[config.mk]
export PLATFORM = sky130hd
export DESIGN_NAME = norflash_apb_arbiter
export DESIGN_NICKNAME = d
export VERILOG_FILES = /design/src/rtl/norflash_pkg.sv /design/src/rtl/norflash_rr_arb2.sv /design/src/rtl/norflash_apb_arbiter.sv
export SDC_FILE = /design/constraint.sdc
export NUM_CORES = 1
export LEC_CHECK = 0
export CAP_MARGIN = 15
export CORE_ASPECT_RATIO = 0.5
export CORE_MARGIN = 5
export CORE_UTILIZATION = 25
export DETAILED_ROUTE_END_ITERATION = 8
export PLACE_DENSITY_LB_ADDON = 0.2
export SYNTH_ARGS = -nofsm -noshare
export SYNTH_HDL_FRONTEND = slang
export SYNTH_SLANG_ARGS = --single-unit
export TNS_END_PERCENT = 5
[constraint.sdc]
create_clock -name p_clk -period 3.6 [get_ports p_clk]
set_input_delay 1.08 -clock p_clk [delete_from_list [all_inputs] [get_ports p_clk]]
set_output_delay 1.08 -clock p_clk [all_outputs]
set_load 0.01 [all_outputs]
[src/rtl/norflash_pkg.sv]
// Shared constants and types for the SPI NOR flash subsystem: APB/SPI widths and the
// state encoding of the two-requester APB arbiter.
package norflash_pkg;

  localparam int LINEWIDE   = 32;
  localparam int APB_ADDR_W = 32;
  localparam int APB_DATA_W = 32;
  localparam int SPI_DATA_W = 8;
  localparam int SPI_IO_W   = 4;

  typedef enum logic [1:0] {
    ST_IDLE   = 2'd0,
    ST_SETUP  = 2'd1,
    ST_ACCESS = 2'd2,
    ST_RESP   = 2'd3
  } arb_state_t;

endpackage

[src/rtl/norflash_rr_arb2.sv]
// Two-input round-robin pick. Purely combinational; the caller owns the last_grant register.
module norflash_rr_arb2 (
  input  logic [1:0] req,
  input  logic       last_grant,
  output logic       grant,
  output logic       valid
);

  always_comb begin
    valid = |req;
    grant = 1'b0;
    case (req)
      2'b01:   grant = 1'b0;
      2'b10:   grant = 1'b1;
      2'b11:   grant = ~last_grant;
      default: grant = 1'b0;
    endcase
  end

endmodule

[src/rtl/norflash_apb_arbiter.sv]
// Shares the flash controller's APB slave port between two APB requesters, with
// round-robin grant, one setup+access per transfer and a watchdog on hung accesses.
module norflash_apb_arbiter
  import norflash_pkg::*;
#(
  parameter int ADDR_W  = APB_ADDR_W,
  parameter int DATA_W  = APB_DATA_W,
  parameter int TIMEOUT = 16
) (
  input  logic              p_clk,
  input  logic              p_resetn,
  input  logic              s0_p_sel_x,
  input  logic              s0_p_enable,
  input  logic              s0_p_write,
  input  logic [ADDR_W-1:0] s0_p_addr,
  input  logic [DATA_W-1:0] s0_p_wdata,
  output logic [DATA_W-1:0] s0_p_rdata,
  output logic              s0_p_ready,
  output logic              s0_p_slverr,
  input  logic              s1_p_sel_x,
  input  logic              s1_p_enable,
  input  logic              s1_p_write,
  input  logic [ADDR_W-1:0] s1_p_addr,
  input  logic [DATA_W-1:0] s1_p_wdata,
  output logic [DATA_W-1:0] s1_p_rdata,
  output logic              s1_p_ready,
  output logic              s1_p_slverr,
  output logic              m_p_sel_x,
  output logic              m_p_enable,
  output logic              m_p_write,
  output logic [ADDR_W-1:0] m_p_addr,
  output logic [DATA_W-1:0] m_p_wdata,
  input  logic [DATA_W-1:0] m_p_rdata,
  input  logic              m_p_ready
);

  localparam int CNT_W = $clog2(TIMEOUT + 1);

  arb_state_t        state_reg, state_next;
  logic              last_grant_reg, last_grant_next;
  logic [CNT_W-1:0]  wdog_reg, wdog_next;
  logic              m_sel_reg, m_sel_next;
  logic              m_en_reg, m_en_next;
  logic              m_write_reg, m_write_next;
  logic [ADDR_W-1:0] m_addr_reg, m_addr_next;
  logic [DATA_W-1:0] m_wdata_reg, m_wdata_next;
  logic [1:0]        ready_next, err_next;
  logic [DATA_W-1:0] rdata_next [2];

  logic [1:0]        req;
  logic              grant_idx, grant_valid;

  // The enable phase is deliberately not qualified: a pending select alone is a request.
  logic              unused_enable;
  assign unused_enable = s0_p_enable ^ s1_p_enable;

  assign req = {s1_p_sel_x, s0_p_sel_x};

  norflash_rr_arb2 u_rr (
    .req        (req),
    .last_grant (last_grant_reg),
    .grant      (grant_idx),
    .valid      (grant_valid)
  );

  always_ff @(posedge p_clk or negedge p_resetn) begin
    if (!p_resetn) begin
      state_reg      <= ST_IDLE;
      last_grant_reg <= 1'b1;
      wdog_reg       <= '0;
      m_sel_reg      <= 1'b0;
      m_en_reg       <= 1'b0;
      m_write_reg    <= 1'b0;
      m_addr_reg     <= '0;
      m_wdata_reg    <= '0;
    end else begin
      state_reg      <= state_next;
      last_grant_reg <= last_grant_next;
      wdog_reg       <= wdog_next;
      m_sel_reg      <= m_sel_next;
      m_en_reg       <= m_en_next;
      m_write_reg    <= m_write_next;
      m_addr_reg     <= m_addr_next;
      m_wdata_reg    <= m_wdata_next;
    end
  end

  always_comb begin
    state_next      = state_reg;
    last_grant_next = last_grant_reg;
    wdog_next       = wdog_reg;
    m_sel_next      = 1'b0;
    m_en_next       = 1'b0;
    m_write_next    = m_write_reg;
    m_addr_next     = m_addr_reg;
    m_wdata_next    = m_wdata_reg;
    ready_next      = 2'b00;
    err_next        = 2'b00;
    for (int i = 0; i < 2; i++) rdata_next[i] = '0;

    case (state_reg)
      ST_IDLE: begin
        if (grant_valid) begin
          last_grant_next = grant_idx;
          m_write_next    = grant_idx ? s1_p_write : s0_p_write;
          m_addr_next     = grant_idx ? s1_p_addr  : s0_p_addr;
          m_wdata_next    = grant_idx ? s1_p_wdata : s0_p_wdata;
          m_sel_next      = 1'b1;
          state_next      = ST_SETUP;
        end
      end
      ST_SETUP: begin
        m_sel_next = 1'b1;
        m_en_next  = 1'b1;
        state_next = ST_ACCESS;
      end
      ST_ACCESS: begin
        // last_grant_reg was updated at grant, so it names the current winner.
        if (m_p_ready) begin
          ready_next[last_grant_reg] = 1'b1;
          rdata_next[last_grant_reg] = m_write_reg ? '0 : m_p_rdata;
          state_next                 = ST_RESP;
        end else if (wdog_reg == CNT_W'(TIMEOUT - 1)) begin
          ready_next[last_grant_reg] = 1'b1;
          err_next[last_grant_reg]   = 1'b1;
          state_next                 = ST_RESP;
        end else begin
          wdog_next  = wdog_reg + CNT_W'(1);
          m_sel_next = 1'b1;
          m_en_next  = 1'b1;
        end
      end
      ST_RESP: begin
        wdog_next  = '0;
        state_next = ST_IDLE;
      end
      default: state_next = ST_IDLE;
    endcase
  end

  assign m_p_sel_x  = m_sel_reg;
  assign m_p_enable = m_en_reg;
  assign m_p_write  = m_write_reg;
  assign m_p_addr   = m_addr_reg;
  assign m_p_wdata  = m_wdata_reg;

  generate
    for (genvar gi = 0; gi < 2; gi++) begin : gen_resp
      logic              ready_reg;
      logic              err_reg;
      logic [DATA_W-1:0] rdata_reg;

      always_ff @(posedge p_clk or negedge p_resetn) begin
        if (!p_resetn) begin
          ready_reg <= 1'b0;
          err_reg   <= 1'b0;
          rdata_reg <= '0;
        end else begin
          ready_reg <= ready_next[gi];
          err_reg   <= err_next[gi];
          rdata_reg <= rdata_next[gi];
        end
      end

      if (gi == 0) begin : gen_s0
        assign s0_p_ready  = ready_reg;
        assign s0_p_slverr = err_reg;
        assign s0_p_rdata  = rdata_reg;
      end else begin : gen_s1
        assign s1_p_ready  = ready_reg;
        assign s1_p_slverr = err_reg;
        assign s1_p_rdata  = rdata_reg;
      end
    end
  endgenerate

endmodule
### After elaboration in Yosys (flattened, before gate mapping)

Index checks and enable logic that the tools add are counted.
W data, S select, Z words.

* logic and storage cells: 68
* input bits: 169
* output and inout bits: 135
* bits in registers: 143

* magnitude comparators: 4
* eq/ne operators: 10
* reductions and logical operators: 8
* add/sub/neg operators: 1
* bitwise logic cells: 3
* multiplexer cells: 28

Operators by type and width (count)
* $mux W32: 4
* $mux W64: 2
* $and A64 B64 Y64: 1
* $demux W32 S1: 1
* $mux W2: 8
* $mux W5: 2
* $pmux W5 S2: 1
* $eq A2 B2 Y1 const B: 4
* $pmux W2 S4: 1
* $ne A2 B2 Y1 const B: 3
* $add A5 B1 Y5 const B: 1
* $eq A5 B4 Y1 const B: 1
* $mux W1: 5
* $pmux W1 S2: 2
* $reduce_and A2 Y1: 2
* $ne A3 B3 Y1 const B: 1
* $pmux W1 S3: 1
* $reduce_and A3 Y1: 1
* $eq A2 B1 Y1 const B: 1
* $ge A2 B2 Y1 const B: 1
* $logic_and A1 B1 Y1: 2
* $logic_not A2 Y1: 1
* $lt A1 B2 Y1 const B: 1
* $lt A2 B1 Y1 const B: 1
* 6 further kinds: 6

### Depth between registers and ports, before layout

Gate-level depths: netlist of run 1.

* word-level depth: 8
* mapped depth: 7
* mapped depth without buffers: 6

### Hierarchy

Synthesis of run 1 repeated with hierarchy kept, for this count alone.

* cell total of the unflattened synthesis: 527
* area total of the unflattened synthesis: 5781.8 µm²

By module, submodules not included
* norflash_apb_arbiter: sequential area each 3579.7 µm², cells an instance 525, times used 1, area each 5768.0 µm²
* norflash_rr_arb2: sequential area each 0.0 µm², cells an instance 2, times used 1, area each 13.8 µm²

### Worst setup path before layout of run 1

OpenSTA, ideal clock, no wires.

* path kind: in2reg
* from: input port m_p_ready
* to: register state_reg[1]
* data arrival time: 1899 ps
* stages on the path: 4
* library setup time: 128 ps
* path buffers: 1
* data required time: 3472 ps
* path slack: 1573 ps
* path through: buf_2 > nor2_2 > a22oi_1 > mux2_1

* word-level cells in the longest chain between the ends: 2
* elaborated cells between the ends (all ways): 4
* classes of those cells: eq/ne: 1; mux: 2; reduce/logical: 1

RTL lines
* start, declared: line norflash_apb_arbiter.sv:34 `input logic m_p_ready`
* $mux W2 / $ne A3 B3 Y1 (equally long branches)
* $pmux W2 S4 / $reduce_and A2 Y1 (equally long branches)
* end signal, assigned: line norflash_apb_arbiter.sv:77 `state_reg <= state_next;`
* end, declared: line norflash_apb_arbiter.sv:39 `arb_state_t state_reg, state_next;`

Parallel ways exist; a longest one is shown, timed or not.
A chain may end at the register's enable or synchronous reset.

### Worst setup path in the final report of run 1

* from: register m_wdata_reg[2], in the netlist m_p_wdata[2]
* to: output port m_p_wdata[2]

RTL lines
* start, declared: line norflash_apb_arbiter.sv:46 `logic [DATA_W-1:0] m_wdata_reg, m_wdata_next;`
* start signal, assigned: line norflash_apb_arbiter.sv:84 `m_wdata_reg <= m_wdata_next;`
* end, declared: line norflash_apb_arbiter.sv:32 `output logic [DATA_W-1:0] m_p_wdata,`

No word-level cell between the ends.

==> results.md, run 1 <==
- Status: completed
- Fillers: approximately 2,300
- Mapped Avg Cell Area: 9.646 um2
- Detailed Route Iter0 Violations: 277
- WP data required: 2.52 ns
- Setup_tns: 0 ns
- WHS Endpoint: wdog_reg[4]
- Gr ovfl total: 0
- CP Cell Sequence: clkdlybuf4s50_1
- Slowest stage delay, CP: 0.57 ns
- Total Wirelength: 20.06 mm
- RSZ-0062 raised after global routing: false
- Cts hold-fix bufs: 0
- Clock Path Buffers: 2
- FMAX: 407.2 MHz
- Tightest Hold Check Type: reg -> reg
- Post-route cell area: just under 10,000 um2
- Antenna violations before repair: 1
- Post-Synthesis Cells: 598
- Synth Flop Type: dfrtp_1
- Core area: approximately 23,000 um2
- Initial Util: 25.37%
- Relative slew slack: 54.30%
- Number of H-tree levels: 4
- Syn Nets: 774
- Die W: roughly 220 um
- Synth top area share: 61.61%
- Switch share: 34.03%
- Global-route wire length before repair: 31.70 mm
- Die height: between 100 and 150 um
- Fraction of layout cells with a size suffix above 1: 6.071%
- Global placer's final weighted congestion: about 0.8
- TritonRoute pass-1 iters: 5
- Met1 Usage GRT: 18.48%
- Pin slew with the least headroom to its limit: 0.6855 ns
- Fin. max-slew vios: 0
- Clk_skew: 0.009478 ns
- Leakage power: 0.004169 uW
- Clock sink count: 143
- Total number of yosys warnings: 0
- Input/output buffers: 301
- # IOs: about 300
- Detailed-route via count: 5,317
- Largest delay share family, worst path: buffers and inverters
- Layout Nets: between 1,000 and 1,500
- DRC: 0
- Sequential cell area fraction in the yosys report: 62.06%
- Fin crit share: 68.22%
- CTS Buf Count: 17
- Critical path launch point type: register
- Largest net degree at the start of global routing: 60
- Placed Cells: ~1,200
- Hold Path Stages: 1
- GR peak layer: met2
- Unique masters post-synth: 34
- Sequential share of power: 33.2%
- GR Layer Usage met2: 25.88%
- Antenna viol nets, final: 0
- Placed Instance Area: 9159 um2
- Largest area contributor in the netlist: dfrtp_1
- Critical path's slowest cell: clkdlybuf4s50_1
- Largest cells by area after synthesis: dfrtp_1 62%, a21oi_1 12%, nor2_1 8.6%, nand2_1 4.5%, nand2b_1 3.6%
- Root Driver: clkbuf_16
- Die area: between 20,000 and 30,000 um2
- Minimum clock period: 2.456 ns
- R2R setup slack: 1.54 ns
- Cell Area, Synth: 5768 um2
- Combinational power share: 40.1%
- Sw power: between 2000 and 2500 uW
- WP buf/inv: 1
- Hold path start: wdog_reg[4]
- Hpwl dp: about 15 mm
- Non-filler cells, final: 1,214
- Worst-Skew Late Latency: 0.42 ns
- DR vias/cell: between 4 and 5
- R2r endpoint: state_reg[1]
- Reg2Reg Depth: 6
- PostCTS Resize Cnt: 0
- CTS tree: yes
- Critical Path AT: 1.38 ns
- Final hold violations: 0
- Area added between synthesis and finish: 69.76%
- Internal power: 4655 uW
- PwrDens: 720.7 nW/um2
- Kind of critical path: reg -> out
- Overall global routing resource usage: 15.19%
- Crit end category: output pin
- Post-synth ARST share: 100.0%
- Post-synth EDFFs: 0
- Number of placement rows: 39
- Critical Path Fanout Max: 2
- Setup bufs post-CTS: 0
- # setup viols final: 0
- Maximum VDD drop: 0.3551 mV
- Routing usage on met3: 3.819%
- RR Startpoint: wdog_reg[0]
- Vias in the first global route: 5,427
- CTS clk-pin slew, worst paths: 0.07 ns
- Register bit total from synthesis: 143
- Clock power share: 26.6%
- Maximum capacitance violations: 0
- WL/cell: 16.52 um
## kinds of logic (layout without fill, tap and decap cells)
logic type,count (synthesis),in the layout,synth area share [%]
flip-flops,143,143,62.06
adder cells (fa/ha/maj),7,7,1.518
other,0,1,0
buffers and inverters,46,354,3.970
AO/OA/AOI/OAI,153,153,13.84
AND/OR/NAND/NOR,247,247,18.24
multiplexers,2,2,0.3688
## layout make-up
cell class | count | area (um2) | share of cell area (%)
Sequential cell | 143 | 3580 | 36.56
Clock buffer | 19 | 452.9 | 4.626
Multi-Input combinational cell | 409 | 1979 | 20.21
Timing Repair Buffer | 317 | 3197 | 32.65
Inverter | 5 | 18.77 | 0.1917
Antenna cell | 1 | 2.502 | 0.02556
Tap cell | 307 | 384.1 | 3.923
Clock inverter | 13 | 177.7 | 1.814
## metrics by stage
step	total power (uW)	util [%]	hold slack, ns	setup WS [ns]
CTS	7184	43.05	0.5058	1.109
global placement	5221	40.28	0.4748	0.8161
finish	7057	43.06	0.5059	1.144
global route	7524	43.06	0.5273	1.092
floorplan	3725	-	0.4658	1.573
detailed placement	5255	40.28	0.4904	0.7910
## cells in the mapped netlist, types with 2 or more instances
cell / instances
buf_4: 9
nand2b_1: 33
inv_1: 5
dfrtp_1: 142
a21oi_1: 136
clkbuf_1: 14
nand2_1: 69
a31oi_1: 3
a32o_1: 2
nor2_1: 132
nand3_1: 2
o21ai_0: 6
ha_1: 7
buf_2: 18
## metal layers
| layer | up-vias | wire length [um] |
|---|---|---|
| li1 | 2553 | - |
| met1 | 2596 | 8209 |
| met2 | 137 | 10350 |
| met3 | 31 | 944 |
| met4 | 0 | 549 |
| met5 | - | 0 |
## power by group through the flow
stage | Clock [uW] | Sequential, uW | Combinational (uW)
global placement | 0 | 2350 | 2870
detailed placement | 0 | 2370 | 2880
finish | 1880 | 2350 | 2830
CTS | 1940 | 2350 | 2900
floorplan | 0 | 2540 | 1180
global route | 2000 | 2410 | 3110
## worst max-delay path by stage
stage                  start       endpoint  slack [ns]  cells after the start
2_1_floorplan      m_p_ready   state_reg[1]        1.57                      4
3_3_place_gp      s1_p_sel_x    m_p_addr[3]        0.82                      5
3_5_place_dp      s1_p_sel_x  m_p_wdata[29]        0.79                      5
4_1_cts         m_p_addr[27]   m_p_addr[27]        1.11                      1
5_1_grt        m_p_wdata[24]  m_p_wdata[24]        1.09                      1
6_report        m_p_wdata[2]   m_p_wdata[2]        1.14                      1
## cell usage in the layout, fill, tap and decap left out, types with 2 or more instances in the layout
cell type and n:
a21oi_1 136, a31oi_1 3, a32o_1 2, buf_12 5
buf_4 11, bufinv_16 3, clkbuf_16 17, clkbuf_8 2
clkdlybuf4s50_1 300, clkinv_4 4, dfrtp_1 142, ha_1 7
inv_1 5, inv_6 2, inv_8 2, nand2_1 69
nand2b_1 33, nand3_1 2, nor2_1 132, o21ai_0 6
Note: power is estimated with default switching activity, not from simulation.
==> run 2, diff against run 1 <==
Clock period 3.6 ns to 2.05 ns, I/O delays scaled along.
==> run 2 against run 1 <==
Routed wire length is 0.61% higher. Final area increased by 0.93%. Setup slack lost 1.1 ns. Global-route usage about the same. Power increased by 73%. Sequential power grew 75%. Critical path depth unchanged. Critical endpoint is now m_p_addr[31]. Largest cell class unchanged.
==> results.md, run 2 (same netlist as run 1, synthesis figures left out) <==
- Gr ovfl total: 0
- Total Wirelength: 20.18 mm
- Die height: roughly 120 um
- Final hold violations: 0
- WP data required: approximately 1.4 ns
- WP buf/inv: 1
- Commonest non-fill, non-tap cells in the layout: 299 x clkdlybuf4s50_1, 142 x dfrtp_1, 136 x a21oi_1, 132 x nor2_1, 69 x nand2_1
- Fin util: a little over two fifths
- Min Hold Slack: between 0.1 and 0.15 ns
- Critical Path AT: 1.36 ns
- Fin crit share: between 90% and 100%
- CTS clk-pin slew, worst paths: 0.07 ns
- Tightest Hold Check Type: in -> async
- RR Startpoint: wdog_reg[0]
- Slowest stage delay, CP: 0.56 ns
- TritonRoute pass-1 iters: 4
- Number of H-tree levels: 4
- Area added between synthesis and finish: 71.34%
- Switch share: 35.29%
- Clock sink count: 143
- Core area: 22,740 um2
- Global placer's final weighted congestion: 0.7986
- Detailed-route via count: 5,360
- Setup bufs post-CTS: 0
- CTS tree: yes
- Relative slew slack: between 60% and 70%
- Sw power: around 4300 uW
- Die W: roughly 220 um
- Maximum VDD drop: 0.5480 mV
- # setup viols final: 0
- Kind of critical path: reg -> out
- Crit end category: output pin
- DRC: 0
- RSZ-0062 raised after global routing: false
- R2r endpoint: state_reg[1]
- Worst-Skew Late Latency: 0.43 ns
- Fin. max-slew vios: 0
- Placed Cells: 1,192
- Die area: 26,390 um2
- Clk_skew: 0.01185 ns
- Reg2Reg Depth: 6
- R2R setup slack: 0.12 ns
- Overall global routing resource usage: 15.15%
- Maximum capacitance violations: 0
- # IOs: 304
- Combinational power share: 41.9%
- Vias in the first global route: 5,538
- Status: completed
- Number of placement rows: 39
- Antenna violations before repair: 0
- Critical path's slowest cell: clkdlybuf4s50_1
- Power, Total: 12,200 uW
- Leakage power: ~0.0042 uW
- Fillers: 2,205
- Input/output buffers: 301
- Layout Nets: between 1,000 and 1,500
- Critical Path Fanout Max: 2
- Detailed Route Iter0 Violations: roughly 330
- Root Driver: clkbuf_16
- Crit. path cell count: 1
- Internal power: 7897 uW
- Fraction of layout cells with a size suffix above 1: 7.306%
- Hpwl dp: roughly 15 mm
- CP Cell Sequence: clkdlybuf4s50_1
- Commonest non-fill, non-tap cell in the layout: clkdlybuf4s50_1
- DR vias/cell: 4.379
- Largest net degree at the start of global routing: 44
- WL/cell: 16.49 um
- Pin slew with the least headroom to its limit: 0.4835 ns
- ANT cells: 0
- Non-filler cells, final: 1,224
- Clock Path Buffers: 2
- Clock power share: between 20% and 30%
- Worst Setup Slack, final: 0.07548 ns
- CTS Buf Count: 17
- Minimum clock period: around 2 ns
- Sequential share of power: 33.8%
- FMAX: 506.5 MHz
- Largest delay share family, worst path: buffers and inverters
- Antenna viol nets, final: 0
- Post-Place Worst Slack: -0.1132 ns
- PwrDens: 1235 nW/um2
- Global-route wire length before repair: 31.38 mm
- Initial Util: 25.37%
- Critical path launch point type: register
[run 2: power groups by stage]
stage          Combinational [uW]  Clock, uW  Sequential, uW
2_1_floorplan                2080          0            4460
3_3_place_gp                 5150          0            4130
3_5_place_dp                 5210          0            4170
4_1_cts                      5230       3080            4130
5_1_grt                      5590       3170            4230
6_report                     5120       2970            4120
[run 2: per-layer routing]
layer	track usage [%]	wire length, um	part of all wire (%)
met1	17.73	8261	41
met2	26.88	10570	52
met3	3.570	838	4.2
met4	5.853	515	2.6
met5	0	0	0
[run 2: timing repair]
item,CTS,global route
endpoints found under the setup margin,0,3
resized for setup,0,2
hold buffers,0,0
[run 2: worst max-delay path by stage]
stage,startpoint,end
after CTS,m_p_write,m_p_write
after floorplan,wdog_reg[0],state_reg[1]
after global placement,s0_p_sel_x,m_p_wdata[17]
after detailed placement,s0_p_sel_x,m_p_wdata[2]
after global routing,wdog_reg[0],state_reg[1]
final,m_p_addr[31],m_p_addr[31]
[run 2: cell type report]
type	instances	area [um2]	share of cell area (%)
multi-input combinational	409	1982	20.05
clock buffer	18	439.2	4.444
inverter	5	18.77	0.1899
tap	307	384.1	3.887
sequential	143	3580	36.22
timing repair buffer	328	3357	33.97
clock inverter	14	122.6	1.241
[run 2: metrics by stage]
step / area (um2) / setup TNS [ns]
finish: 9883 / 0
global route: 9883 / 0
CTS: 9878 / 0
detailed placement: 9316 / -4.184
global placement: 9316 / -1.511
floorplan: 5768 / 0
[run 2: worst reg2reg max path, stage by stage, from the launching register on]
cell     delay, ns
dfrtp_1       0.43
ha_1          0.23
and3_1        0.18
ha_2          0.26
nor2_2        0.07
a22oi_1       0.29
mux2_1        0.36
==> run 3, diff against run 2 <==
Clock period 2.05 ns to 1.8 ns, I/O delays scaled along.
==> run 3 against run 2 <==
Worst hold slack gained 0.39 ns. Combinational power grew 4.9%. Cell count grew 0.57%. Final area shrank 0.73%. Sequential cell count is the same. Die area is the same. Sequential power grew 12%. Global-route usage grew 0.11 points. Non-clock buffer count grew 7. Utilization shrank 0.32 points. Register-to-register slack lost 0.04 ns. Critical path type is now reg -> reg. Highest routed layer unchanged.
==> results.md, run 3 (same netlist as run 1, synthesis figures left out) <==
- FMAX: 581.0 MHz
- Total Wirelength: ~20 mm
- Number of placement rows: 39
- Non-filler cells, final: 1,231
- Tightest Hold Check Type: reg -> reg
- Fin util: 43.14%
- Critical Path AT: 2.02 ns
- ANT cells: 0
- Commonest non-fill, non-tap cell in the layout: clkdlybuf4s50_1
- Die area: 26,390 um2
- Worst-Skew Late Latency: 0.42 ns
- Relative slew slack: about four fifths
- Antenna viol nets, final: 0
- Fin. max-slew vios: 0
- Placed Cells: ~1,200
- Fillers: 2,252
- Power, Total: roughly 13,000 uW
- Hold path start: wdog_reg[4]
- Initial Util: roughly 25%
- Clk_skew: 0.008969 ns
- Number of H-tree levels: 4
- Layout Nets: 1,087
- # IOs: 304
- Antenna violations before repair: 0
- Clock sink count: approximately 140
- Overall global routing resource usage: 15.25%
- Gr ovfl total: 0
- Die height: between 100 and 150 um
- WL/cell: 16.50 um
- Pin slew with the least headroom to its limit: 0.3185 ns
- Minimum clock period: 1.721 ns
- DR vias/cell: 4.323
- RR Startpoint: wdog_reg[0]
- Final hold violations: 0
- Commonest non-fill, non-tap cells in the layout: 165 x clkdlybuf4s50_1, 142 x dfrtp_1, 136 x a21oi_1, 135 x dlygate4sd2_1, 132 x nor2_1
- # setup viols final: 0
- Critical path launch point type: register
- Largest net degree at the start of global routing: 41
- Area added between synthesis and finish: 70.09%
- Hold Path Stages: 1
- Fraction of layout cells with a size suffix above 1: between 7 and 8%
- Reg2Reg Depth: 6
- Crit end category: register
- Root Driver: clkbuf_16
- Input/output buffers: 301
- CTS tree: yes
- WHS Endpoint: wdog_reg[4]
- Worst Setup Slack, final: 0.07878 ns
- Die W: 224.8 um
- Detailed Route Iter0 Violations: 320
- Maximum capacitance violations: 0
- TritonRoute pass-1 iters: 4
- CTS clk-pin slew, worst paths: ~0.070 ns
- Detailed-route via count: 5,321
- Fin crit share: 95.62%
- Leakage power: around 0.0046 uW
- DRC: 0
- CTS Buf Count: 17
- Kind of critical path: reg -> reg
- Critical Path Fanout Max: 5
- Core area: 22,740 um2
- R2r endpoint: state_reg[1]
- WP data required: between 2 and 2.5 ns
- Global-route wire length before repair: 31.84 mm
- PwrDens: 1371 nW/um2
- Maximum VDD drop: 0.8247 mV
- Post-Place Worst Slack: -0.2933 ns
- Vias in the first global route: about 5,600
- Setup_tns: 0 ns
- Hpwl dp: 14.92 mm
- Status: completed
- Clock Path Buffers: 2
- Global placer's final weighted congestion: 0.8029
- R2R setup slack: 0.08 ns
==> run 3: cell types whose count changed in the layout (fill, tap and decap cells not counted), sizes merged <==
cell / change
dlygate4sd2: +135
clkdlybuf4s50: -134
buf: +6
clkbuf: +2
inv: -2
bufinv: +1
clkinvlp: -1
dlygate4sd3: +1
dlymetal6s2s: -1
==> run 3: power breakdown <==
part | leakage, uW | internal (uW) | switching [uW] | total, uW
clock network | 0.000275 | 1980 | 1470 | 3450
registers | 0.00179 | 4160 | 468 | 4630
logic | 0.00256 | 2470 | 2890 | 5370
total | 0.00463 | 8610 | 4840 | 13400
==> run 3: routing by layer <==
metal,part of all wire (%),track usage (%)
met3,4.4,3.620
met4,2.4,5.397
met2,52,26.62
met1,41,18.42
met5,0,0
==> run 3: timing repair <==
item / 4_1_cts / 5_1_grt
hold buffers: 1 / 0
endpoints found under the setup margin: 137 / 2
pin swaps: 0 / 1
setup buffers: 0 / 0
resized for setup: 137 / 2
hold endpoints to repair: 18 / 0
==> run 3: per-stage QoR <==
stage / hold WS [ns] / cell area, um2
6_report: 0.5166 / 9811
5_1_grt: 0.5142 / 9811
4_1_cts: 0.5016 / 9808
3_5_place_dp: 0.4313 / 9387
3_3_place_gp: 0.4354 / 9387
2_1_floorplan: 0.2444 / 5768
==> run 3: worst max-delay path by stage <==
stage / from / end / cells past startpoint / slack (ns)
global route: wdog_reg[0] / state_reg[1] / 6 / -0.002
CTS: wdog_reg[0] / wdog_reg[3] / 6 / 0.01
detailed placement: s0_p_sel_x / m_p_wdata[25] / 6 / -0.29
global placement: s0_p_sel_x / m_p_wdata[23] / 6 / -0.25
finish: wdog_reg[0] / state_reg[1] / 6 / 0.08
floorplan: wdog_reg[0] / state_reg[1] / 6 / 0.03
==> run 3: layout make-up <==
class | instances | area, um2 | share of cell area [%]
Timing Repair Buffer | 335 | 3266 | 33.29
Tap cell | 307 | 384.1 | 3.915
Clock inverter | 12 | 126.4 | 1.288
Sequential cell | 143 | 3580 | 36.49
Multi-Input combinational cell | 409 | 1989 | 20.28
Inverter | 5 | 18.77 | 0.1913
Clock buffer | 20 | 446.7 | 4.553
==> run 3: worst max-delay path, cell delays in order (launching register included) <==
cell and delay [ns]:
dfrtp_1 0.37, ha_2 0.21, and3_1 0.18, ha_2 0.22
nor2_2 0.06, a22oi_2 0.21, mux2_1 0.35
